$ cat config.mk
export PLATFORM = sky130hd
export DESIGN_NAME = apb_master_n_flat
export DESIGN_NICKNAME = d
export VERILOG_FILES = /design/src/rtl/apb_pkg.sv /design/src/rtl/apb_master_n_if.sv /design/src/rtl/apb_addr_decode.sv /design/src/rtl/apb_master_n.sv /design/src/flat_wrapper.sv
export SDC_FILE = /design/constraint.sdc
export NUM_CORES = 1
export LEC_CHECK = 0
export CAP_MARGIN = 10
export CORE_MARGIN = 5
export CORE_UTILIZATION = 25
export CTS_CLUSTER_DIAMETER = 40
export DETAILED_ROUTE_END_ITERATION = 8
export GPL_TIMING_DRIVEN = 0
export PLACE_DENSITY = 0.61
export SLEW_MARGIN = 20
export SYNTH_ARGS = -nofsm -noshare
export SYNTH_HDL_FRONTEND = slang
export SYNTH_SLANG_ARGS = --single-unit
$ cat constraint.sdc
create_clock -name CLK -period 3 [get_ports CLK]
set_clock_uncertainty 0.1 [all_clocks]
set_input_delay 0.6 -clock CLK [delete_from_list [all_inputs] [get_ports CLK]]
set_output_delay 0.6 -clock CLK [all_outputs]
set_load 0.005 [all_outputs]
$ cat src/rtl/apb_pkg.sv
// Shared definitions for the APB master slice.
//   apb_state_e : bus-phase state of the master (idle, setup, access, decode error)
//   Apb*        : default width/count parameters
//   sel_width() : slave-index width for a given slave count (at least 1 bit)
package apb_pkg;

  typedef enum logic [1:0] {
    StIdle,
    StSetup,
    StAccess,
    StDerr
  } apb_state_e;

  localparam int unsigned ApbAddrW          = 9;
  localparam int unsigned ApbDataW          = 8;
  localparam int unsigned ApbNumSlv         = 2;
  localparam int unsigned ApbTimeoutCycles  = 16;

  function automatic int unsigned sel_width(input int unsigned num_slv);
    return (num_slv > 1) ? $clog2(num_slv) : 1;
  endfunction

endpackage

$ cat src/rtl/apb_master_n_if.sv
// Request/response and APB bus bundle for apb_master_n.
//   Host side : REQ_VALID/READY/WRITE/ADDR/WDATA, RSP_VALID/RDATA/ERR
//   APB side  : PSEL (one-hot), PENABLE, PWRITE, PADDR, PWDATA,
//               PRDATA (packed per slave), PREADY, PSLVERR (per slave)
// Modports: master (the bridge), slave (host and peripherals facing the bridge).
interface apb_master_n_if
  import apb_pkg::*;
#(
  parameter int unsigned ADDR_W  = ApbAddrW,
  parameter int unsigned DATA_W  = ApbDataW,
  parameter int unsigned NUM_SLV = ApbNumSlv
) ();

  logic                        REQ_VALID;
  logic                        REQ_READY;
  logic                        REQ_WRITE;
  logic [ADDR_W-1:0]           REQ_ADDR;
  logic [DATA_W-1:0]           REQ_WDATA;
  logic                        RSP_VALID;
  logic [DATA_W-1:0]           RSP_RDATA;
  logic                        RSP_ERR;
  logic [NUM_SLV-1:0]          PSEL;
  logic                        PENABLE;
  logic                        PWRITE;
  logic [ADDR_W-1:0]           PADDR;
  logic [DATA_W-1:0]           PWDATA;
  logic [NUM_SLV*DATA_W-1:0]   PRDATA;
  logic [NUM_SLV-1:0]          PREADY;
  logic [NUM_SLV-1:0]          PSLVERR;

  modport master (
    input  REQ_VALID, REQ_WRITE, REQ_ADDR, REQ_WDATA, PRDATA, PREADY, PSLVERR,
    output REQ_READY, RSP_VALID, RSP_RDATA, RSP_ERR,
    output PSEL, PENABLE, PWRITE, PADDR, PWDATA
  );

  modport slave (
    output REQ_VALID, REQ_WRITE, REQ_ADDR, REQ_WDATA, PRDATA, PREADY, PSLVERR,
    input  REQ_READY, RSP_VALID, RSP_RDATA, RSP_ERR,
    input  PSEL, PENABLE, PWRITE, PADDR, PWDATA
  );

endinterface

$ cat src/rtl/apb_addr_decode.sv
// Combinational slave decoder: the top SEL_W address bits pick the slave.
//   addr_i    : address to decode
//   sel_o     : one-hot slave select (all zero on decode error)
//   dec_err_o : index does not name an existing slave
module apb_addr_decode
  import apb_pkg::*;
#(
  parameter int unsigned ADDR_W  = ApbAddrW,
  parameter int unsigned NUM_SLV = ApbNumSlv
) (
  input  logic [ADDR_W-1:0]  addr_i,
  output logic [NUM_SLV-1:0] sel_o,
  output logic               dec_err_o
);

  localparam int unsigned SEL_W = sel_width(NUM_SLV);

  logic [SEL_W-1:0] idx;
  logic [31:0]      idx_ext;

  assign idx       = addr_i[ADDR_W-1 -: SEL_W];
  assign idx_ext   = 32'(idx);
  assign dec_err_o = (idx_ext >= NUM_SLV);

  always_comb begin
    sel_o = '0;
    for (int unsigned i = 0; i < NUM_SLV; i++) begin
      sel_o[i] = !dec_err_o && (idx_ext == i);
    end
  end

  // Offset bits below the slave index are not part of the decode.
  if (ADDR_W > SEL_W) begin : g_unused_lo
    logic unused_addr_lo;
    assign unused_addr_lo = ^addr_i[ADDR_W-SEL_W-1:0];
  end

endmodule

$ cat src/rtl/apb_master_n.sv
// APB master bridging a valid/ready request port to NUM_SLV APB slaves.
//   CLK, RST : rising-edge clock, synchronous active-high reset
//   bus      : apb_master_n_if.master (host request/response + APB bus)
// Requests are accepted in IDLE or in the completing ACCESS cycle, so
// back-to-back transfers run at one per two cycles. Responses are a
// single-cycle RSP_VALID pulse; RSP_RDATA holds until the next response.
// Optional feature macro APB_MASTER_TIMEOUT_EN: abort an ACCESS phase after
// TIMEOUT_CYCLES wait cycles with an error response.
module apb_master_n
  import apb_pkg::*;
#(
  parameter int unsigned ADDR_W         = ApbAddrW,
  parameter int unsigned DATA_W         = ApbDataW,
  parameter int unsigned NUM_SLV        = ApbNumSlv,
  parameter int unsigned TIMEOUT_CYCLES = ApbTimeoutCycles
) (
  input logic            CLK,
  input logic            RST,
  apb_master_n_if.master bus
);

  apb_state_e         state_q, state_d;
  logic [ADDR_W-1:0]  paddr_q, paddr_d;
  logic [DATA_W-1:0]  pwdata_q, pwdata_d;
  logic               pwrite_q, pwrite_d;
  logic [NUM_SLV-1:0] sel_q, sel_d;
  logic               rsp_valid_q, rsp_valid_d;
  logic [DATA_W-1:0]  rsp_rdata_q, rsp_rdata_d;
  logic               rsp_err_q, rsp_err_d;

  logic [NUM_SLV-1:0] req_sel;
  logic               req_dec_err;
  logic               req_ready;
  logic               accept;
  logic               timeout;
  logic               pready_sel;
  logic               pslverr_sel;
  logic [DATA_W-1:0]  prdata_sel;

  apb_addr_decode #(
    .ADDR_W  (ADDR_W),
    .NUM_SLV (NUM_SLV)
  ) u_req_dec (
    .addr_i    (bus.REQ_ADDR),
    .sel_o     (req_sel),
    .dec_err_o (req_dec_err)
  );

  // AND-OR mux over the registered one-hot select; other slaves are ignored.
  always_comb begin
    pready_sel  = 1'b0;
    pslverr_sel = 1'b0;
    prdata_sel  = '0;
    for (int unsigned i = 0; i < NUM_SLV; i++) begin
      if (sel_q[i]) begin
        pready_sel  = pready_sel  | bus.PREADY[i];
        pslverr_sel = pslverr_sel | bus.PSLVERR[i];
        prdata_sel  = prdata_sel  | bus.PRDATA[i*DATA_W +: DATA_W];
      end
    end
  end

`ifdef APB_MASTER_TIMEOUT_EN
  localparam int unsigned CntW = $clog2(TIMEOUT_CYCLES + 1);

  logic [CntW-1:0] wait_cnt_q, wait_cnt_d;

  always_comb begin
    wait_cnt_d = wait_cnt_q;
    if (state_q == StSetup) begin
      wait_cnt_d = '0;
    end else if ((state_q == StAccess) && !pready_sel) begin
      wait_cnt_d = wait_cnt_q + CntW'(1);
    end
  end

  assign timeout = (state_q == StAccess) && !pready_sel &&
                   (wait_cnt_q == CntW'(TIMEOUT_CYCLES - 1));

  always_ff @(posedge CLK) begin
    if (RST) begin
      wait_cnt_q <= '0;
    end else begin
      wait_cnt_q <= wait_cnt_d;
    end
  end
`else
  assign timeout = 1'b0;

  logic unused_timeout_cfg;
  assign unused_timeout_cfg = ^TIMEOUT_CYCLES;
`endif

  always_comb begin
    state_d     = state_q;
    paddr_d     = paddr_q;
    pwdata_d    = pwdata_q;
    pwrite_d    = pwrite_q;
    sel_d       = sel_q;
    rsp_valid_d = 1'b0;
    rsp_rdata_d = rsp_rdata_q;
    rsp_err_d   = rsp_err_q;
    req_ready   = 1'b0;

    unique case (state_q)
      StIdle: begin
        req_ready = 1'b1;
      end
      StSetup: begin
        state_d = StAccess;
      end
      StAccess: begin
        if (pready_sel) begin
          req_ready   = 1'b1;
          state_d     = StIdle;
          rsp_valid_d = 1'b1;
          rsp_rdata_d = pwrite_q ? '0 : prdata_sel;
          rsp_err_d   = pslverr_sel;
        end else if (timeout) begin
          state_d     = StIdle;
          rsp_valid_d = 1'b1;
          rsp_rdata_d = '0;
          rsp_err_d   = 1'b1;
        end
      end
      StDerr: begin
        state_d     = StIdle;
        rsp_valid_d = 1'b1;
        rsp_rdata_d = '0;
        rsp_err_d   = 1'b1;
      end
      default: begin
        state_d = StIdle;
      end
    endcase

    // A new request overrides the IDLE return of a completing transfer.
    accept = bus.REQ_VALID && req_ready && !RST;
    if (accept) begin
      paddr_d  = bus.REQ_ADDR;
      pwdata_d = bus.REQ_WDATA;
      pwrite_d = bus.REQ_WRITE;
      sel_d    = req_sel;
      state_d  = req_dec_err ? StDerr : StSetup;
    end
  end

  always_ff @(posedge CLK) begin
    if (RST) begin
      state_q     <= StIdle;
      paddr_q     <= '0;
      pwdata_q    <= '0;
      pwrite_q    <= 1'b0;
      sel_q       <= '0;
      rsp_valid_q <= 1'b0;
      rsp_rdata_q <= '0;
      rsp_err_q   <= 1'b0;
    end else begin
      state_q     <= state_d;
      paddr_q     <= paddr_d;
      pwdata_q    <= pwdata_d;
      pwrite_q    <= pwrite_d;
      sel_q       <= sel_d;
      rsp_valid_q <= rsp_valid_d;
      rsp_rdata_q <= rsp_rdata_d;
      rsp_err_q   <= rsp_err_d;
    end
  end

  // REQ_READY is masked while RST is held so every output reads 0 in reset.
  assign bus.REQ_READY = req_ready && !RST;
  assign bus.RSP_VALID = rsp_valid_q;
  assign bus.RSP_RDATA = rsp_rdata_q;
  assign bus.RSP_ERR   = rsp_err_q;
  assign bus.PSEL      = ((state_q == StSetup) || (state_q == StAccess)) ? sel_q : '0;
  assign bus.PENABLE   = (state_q == StAccess);
  assign bus.PWRITE    = pwrite_q;
  assign bus.PADDR     = paddr_q;
  assign bus.PWDATA    = pwdata_q;

endmodule

$ cat src/flat_wrapper.sv
// flat-port wrapper written by rule: the top's interface ports become plain ports
module apb_master_n_flat import apb_pkg::*;
#(
  parameter int unsigned ADDR_W         = ApbAddrW,
  parameter int unsigned DATA_W         = ApbDataW,
  parameter int unsigned NUM_SLV        = ApbNumSlv,
  parameter int unsigned TIMEOUT_CYCLES = ApbTimeoutCycles
)
  (CLK, RST, bus_REQ_VALID, bus_REQ_WRITE, bus_REQ_ADDR, bus_REQ_WDATA, bus_PRDATA, bus_PREADY, bus_PSLVERR, bus_REQ_READY, bus_RSP_VALID, bus_RSP_RDATA, bus_RSP_ERR, bus_PSEL, bus_PENABLE, bus_PWRITE, bus_PADDR, bus_PWDATA);
  apb_master_n_if #(.ADDR_W(ADDR_W), .DATA_W(DATA_W), .NUM_SLV(NUM_SLV)) bus_i ();
  input logic CLK;
  input logic RST;
  input wire logic [$bits(bus_i.REQ_VALID)-1:0] bus_REQ_VALID;
  input wire logic [$bits(bus_i.REQ_WRITE)-1:0] bus_REQ_WRITE;
  input wire logic [$bits(bus_i.REQ_ADDR)-1:0] bus_REQ_ADDR;
  input wire logic [$bits(bus_i.REQ_WDATA)-1:0] bus_REQ_WDATA;
  input wire logic [$bits(bus_i.PRDATA)-1:0] bus_PRDATA;
  input wire logic [$bits(bus_i.PREADY)-1:0] bus_PREADY;
  input wire logic [$bits(bus_i.PSLVERR)-1:0] bus_PSLVERR;
  output wire logic [$bits(bus_i.REQ_READY)-1:0] bus_REQ_READY;
  output wire logic [$bits(bus_i.RSP_VALID)-1:0] bus_RSP_VALID;
  output wire logic [$bits(bus_i.RSP_RDATA)-1:0] bus_RSP_RDATA;
  output wire logic [$bits(bus_i.RSP_ERR)-1:0] bus_RSP_ERR;
  output wire logic [$bits(bus_i.PSEL)-1:0] bus_PSEL;
  output wire logic [$bits(bus_i.PENABLE)-1:0] bus_PENABLE;
  output wire logic [$bits(bus_i.PWRITE)-1:0] bus_PWRITE;
  output wire logic [$bits(bus_i.PADDR)-1:0] bus_PADDR;
  output wire logic [$bits(bus_i.PWDATA)-1:0] bus_PWDATA;
  assign bus_i.REQ_VALID = bus_REQ_VALID;
  assign bus_i.REQ_WRITE = bus_REQ_WRITE;
  assign bus_i.REQ_ADDR = bus_REQ_ADDR;
  assign bus_i.REQ_WDATA = bus_REQ_WDATA;
  assign bus_i.PRDATA = bus_PRDATA;
  assign bus_i.PREADY = bus_PREADY;
  assign bus_i.PSLVERR = bus_PSLVERR;
  assign bus_REQ_READY = bus_i.REQ_READY;
  assign bus_RSP_VALID = bus_i.RSP_VALID;
  assign bus_RSP_RDATA = bus_i.RSP_RDATA;
  assign bus_RSP_ERR = bus_i.RSP_ERR;
  assign bus_PSEL = bus_i.PSEL;
  assign bus_PENABLE = bus_i.PENABLE;
  assign bus_PWRITE = bus_i.PWRITE;
  assign bus_PADDR = bus_i.PADDR;
  assign bus_PWDATA = bus_i.PWDATA;
  apb_master_n #(.ADDR_W(ADDR_W), .DATA_W(DATA_W), .NUM_SLV(NUM_SLV), .TIMEOUT_CYCLES(TIMEOUT_CYCLES)) u_core (.CLK(CLK), .RST(RST), .bus(bus_i));
endmodule
Yosys cells after proc, flatten, opt, wreduce, memory -nomap -nowiden
Cells that the tools add are included.
{"block": "classes", "magnitude_cmp": 1, "reduce_logical": 14, "n_bitwise": 3, "mux": 19, "eq_ne": 5}
{"op": "$logic_not 32->1", "count": 1}
{"op": "$mux 8", "count": 4}
{"op": "$pmux 8 s2", "count": 1}
{"op": "$mux 2", "count": 4}
{"op": "$or 8x8->8", "count": 1}
{"op": "$mux 1", "count": 6}
{"op": "$pmux 1 s2", "count": 3}
{"op": "$pmux 2 s3", "count": 1}
{"op": "$logic_and 1x1->1", "count": 5}
{"op": "$eq 2x2->1 const B", "count": 2}
{"op": "$reduce_and 2->1", "count": 2}
{"op": "$reduce_bool 4->1", "count": 1}
{"op": "$ne 3x1->1 const B", "count": 1}
{"op": "$eq 2x1->1 const B", "count": 1}
{"op": "$ge 1x2->1 const B", "count": 1}
{"op": "$logic_not 1->1", "count": 2}
{"op": "$logic_not 2->1", "count": 1}
{"op": "$ne 2x1->1 const B", "count": 1}
{"op": "$or 1x1->1", "count": 2}
{"op": "$reduce_bool 2->1", "count": 1}
{"op": "$logic_or 1x1->1", "count": 1}
{"block": "word_totals", "ff_bits": 32, "wordCells": 50, "out_inout_bits": 32}

Logic depth before layout (Yosys ltp)
{"block": "logic_depth", "ltp_word": 9, "mapped_depth": 6, "depth_no_buf": 5}

Cells and area by module
From an unflattened synthesis, not the netlist that was laid out.
{"block": "unflattened", "cells_unflattened": 152, "area_unflattened_um2": 1413.9}
{"module": "apb_master_n", "cells_per_inst": 148, "area_each_um2": 1391.3, "instances": 1}
{"module": "apb_addr_decode", "cells_per_inst": 4, "area_each_um2": 22.5, "instances": 1}

Least setup slack after synthesis
Ideal clock, no wire load.
{"block": "synth_path", "kind": "input-to-output", "start": "input port bus_PREADY[0]", "end": "output port bus_REQ_READY", "setup_slack_ns": 1.037, "path_buffers": 1, "required_ns": 2.300, "path_stages": 4, "arrival_ns": 1.263, "path_cell_list": "a22o_4 clkbuf_1 a21oi_1 nor2_1"}
{"block": "synth_between", "elab_chain_len": 6}
{"item": "from (decl)", "line_no": "flat_wrapper.sv:18", "source": "input wire logic [$bits(bus_i.PREADY)-1:0] bus_PREADY;"}
{"item": "$mux 1 (*)", "line_no": "apb_master_n.sv:55", "source": "if (sel_q[i]) begin"}
{"item": "$or 1x1->1", "line_no": "apb_master_n.sv:56", "source": "pready_sel = pready_sel | bus.PREADY[i];"}
{"item": "$mux 1 (*)", "line_no": "apb_master_n.sv:55"}
{"item": "$mux 1 (*)"}
{"item": "$pmux 1 s2 (*)", "line_no": "apb_master_n.sv:105", "source": "unique case (state_q)"}
{"item": "$logic_and 1x1->1 (*)", "line_no": "apb_master_n.sv:171", "source": "assign bus.REQ_READY = req_ready && !RST;"}
{"item": "to (decl)", "line_no": "flat_wrapper.sv:20", "source": "output wire logic [$bits(bus_i.REQ_READY)-1:0] bus_REQ_READY;"}
Every way passes the cells marked *; elsewhere a longest branch is shown, timed or not.

Final worst setup path
{"block": "layout_path", "start": "input port RST", "end": "output port bus_REQ_READY"}
{"block": "layout_between", "elab_chain_len": 2}
{"item": "from (decl)", "line_no": "flat_wrapper.sv:12", "source": "input logic RST;"}
{"item": "$logic_not 1->1", "line_no": "apb_master_n.sv:171"}
{"item": "$logic_and 1x1->1", "line_no": "apb_master_n.sv:171"}
Every way passes these cells.

==> impl_metrics.tcl <==
set metrics [dict create \
    status "finished clean" \
    cts-root-buf "clkbuf_8" \
    multiInputGateArea_um2 791 \
    reg2regPathDepth 5 \
    dr.pass1.iters 4 \
    cp_cell_sequence "clkdlybuf4s50_1 > clkbuf_1 > nor2_1 > clkdlybuf4s50_1" \
    final_max_slew_viol_count 0 \
    cts_buffer_depth 2 \
    antenna_found_initial 0 \
    die_area_um2 7620 \
    drt_wl_total_um 4450 \
    ff_latch_area_um2 621 \
    yosysSeqAreaShare 0.416 \
    crit_top_cell "clkdlybuf4s50_1" \
    power_density_nw_per_um2 637 \
    leakagePower_nw 0.933 \
    met2_length_um 1970 \
    grt_pass1_wl_um 7560 \
    synth_area_leader_cell "dfxtp_1" \
    num_antenna_cells 0 \
    rsz0062_at_grt "no" \
    clock.fmax_mhz 347 \
    power.share.clock 0.198 \
    synthesis.nets 217 \
    r2r-end "u_core.bus.RSP_RDATA[1]" \
    syn_area_um2 1490 \
    start_kind "primary input" \
    drtAntennaViolNets 0 \
    tightestPinTransition_ps 805 \
    grt_pass1_vias 1595 \
    cp-end-kind "primary output" \
    syn_avg_cell_area_um2 8.63 \
    final_common_cell "clkdlybuf4s50_1" \
    mostFrequentLayoutCells "clkdlybuf4s50_1, nand2_1, dfxtp_1" \
    maxCapViolCount 0 \
    internal_power_uw 995 \
    avgViaCountPerCell 4.58 \
    netlist_instances 173 \
    whs_path_depth 2 \
    port_buffers 72 \
    synthTopCellsByArea "dfxtp_1, mux2i_1, nand2_1" \
    holdCritStartpoint "u_core.bus.PADDR[3]" \
    layout_setup_ws_ps 117 \
    crit_slowest_cell "clkdlybuf4s50_1" \
    ys_types 28 \
    worst-path-buf-inv 3 \
    hpwl_um 3250 \
    p_seq_frac 0.356 \
    wl_per_cell_um 13.7 \
    required_ps 2300 \
    ios 73 \
    wl_met1_um 2020 \
    gp_congestion 0.727 \
    layout-drive-gt1-share 0.0522 \
    holdWs_ps 357 \
    post_cts_buffers 0 \
    die_h_um 87.3 \
    grt_start_max_net_pins 15 \
    numClockSinks 31 \
    slowest_delay_ps 600 \
    areaGrowthSynthToFinish_pct 58.9 \
    worstSetupPathDepth 4 \
    cts_tree "built" \
    wl_met3_um 454 \
    hold_viol_final 0 \
    fillers 594 \
    grt_use_total 0.125 \
    switchingPower_uw 516 \
    insertion_delay_ps 280 \
    finalNetCount 294 \
    cp_max_fo 10 \
    highest_layer "met4" \
    hp-class "flip-flop to flip-flop" \
    r2r_slack_ps 1030 \
    grt-ovfl-total 0 \
    hold_end "u_core.bus.PADDR[3]" \
    fin_crit_sh 0.961 \
    cp.arrival_ps 2180 \
    setup_viol 0 \
    die_w_um 87.3 \
    drt_iter0_drc 36 \
    path_clk_slew_ps 60 \
    relSlewSlack 0.464 \
    htreeDepth 2 \
    p_sw_frac 0.341 \
    crit_type "primary input to primary output" \
    cts_buffers 5 \
    rows 28 \
    period_needed_ps 2880 \
    irDropWorstVdd_uv 299 \
    fin_setup_tns_ps 0 \
    pwr-share-comb 0.446 \
    coreArea_um2 5850 \
    dp_slack_ps -123 \
    drc 0 \
    yosysWarnings 0 \
    crit_family "buffers and inverters" \
    vias 1484 \
    synth_top_area_share 0.416 \
    initial_core_util 0.255 \
    synth_seq_cells 31 \
    r2r-start "u_core.state_q[1]" \
]
==> per-layer routing <==
| layer | vias up | GRT usage |
|---|---|---|
| met5 | - | 0 |
| met4 | 0 | 0.0279 |
| met3 | 2 | 0.0605 |
| met2 | 53 | 0.199 |
| met1 | 673 | 0.153 |
| li1 | 756 | - |
==> flip-flops by register name, summed over array words and instances, names as in the netlist <==
| register | flops |
|---|---|
| u_core.bus.RSP_ERR | 1 |
| u_core.bus.PADDR | 8 |
| u_core.bus.RSP_VALID | 1 |
| u_core.sel_q | 2 |
| u_core.state_q | 2 |
| u_core.bus.PWDATA | 8 |
| u_core.bus.PWRITE | 1 |
| u_core.bus.RSP_RDATA | 8 |
==> worst max path at each step <==
stage / start / endpoint / slack [ps]
floorplan: bus_PREADY[0] / bus_REQ_READY / 1040
global placement: bus_PREADY[0] / bus_REQ_READY / -120
detailed placement: bus_PREADY[0] / bus_REQ_READY / -120
CTS: u_core.state_q[1] / bus_REQ_READY / 10
global route: RST / bus_REQ_READY / 40
finish: RST / bus_REQ_READY / 120
==> metrics by stage <==
step                      total power [mW]  std cells  instance area, um^2  utilization
after floorplan                      0.931        173                 1490            -
after global placement                1.23        320                 2310        0.394
after detailed placement              1.23        320                 2310        0.394
after CTS                             1.54        325                 2380        0.406
after global routing                  1.63        324                 2370        0.405
final                                 1.51        324                 2370        0.405
==> layout make-up <==
class                           instances  area share
Timing Repair Buffer                   72       0.304
Multi-Input combinational cell        125       0.333
Clock buffer                            6      0.0306
Inverter                                3     0.00475
Sequential cell                        31       0.262
Tap cell                               75      0.0396
Buffer                                 12      0.0264
==> logic make-up after synthesis <==
logic type | count (synthesis) | synth area share
muxes | 20 | 0.135
buffers and inverters | 17 | 0.0545
adders and majority gates | 3 | 0.0251
DFF | 31 | 0.416
and+or+nand+nor | 74 | 0.215
AOI/OAI and AO/OA | 28 | 0.154
==> power groups by stage <==
stage,clock network [mW],registers [mW],logic [mW]
after detailed placement,0,0.545,0.689
after floorplan,0,0.544,0.387
after CTS,0.310,0.539,0.693
final,0.299,0.538,0.674
after global routing,0.333,0.550,0.746
after global placement,0,0.543,0.687
==> what timing repair did <==
item,CTS,global route
hold buffers,0,0
gates resized for setup,0,0
setup endpoints to repair,1,1
==> worst register-to-register path, stage by stage (launching register included) <==
cell,delay (ps)
dfxtp_1,400
ha_1,190
buf_2,330
nor3b_2,570
nand3_1,150
a31oi_1,160
==> synth_stat cells <==
| master | n |
|---|---|
| a31oi_4 | 1 |
| o211a_1 | 1 |
| buf_6 | 1 |
| a221oi_1 | 1 |
| dfxtp_1 | 31 |
| and3_1 | 1 |
| buf_1 | 3 |
| nor2_1 | 6 |
| buf_2 | 2 |
| a31oi_1 | 8 |
| and2_1 | 3 |
| nor3b_2 | 1 |
| nand2_1 | 45 |
| inv_1 | 3 |
| a22o_4 | 1 |
| ha_1 | 3 |
| mux2_1 | 1 |
| buf_4 | 2 |
| a211oi_1 | 2 |
| o22ai_1 | 1 |
| a21oi_1 | 3 |
| nor2b_1 | 2 |
| mux2i_1 | 19 |
| a22oi_1 | 1 |
| clkbuf_1 | 6 |
| nand3_1 | 16 |
| a311oi_1 | 1 |
| a22o_1 | 8 |
(Power assumes the default switching activity.)
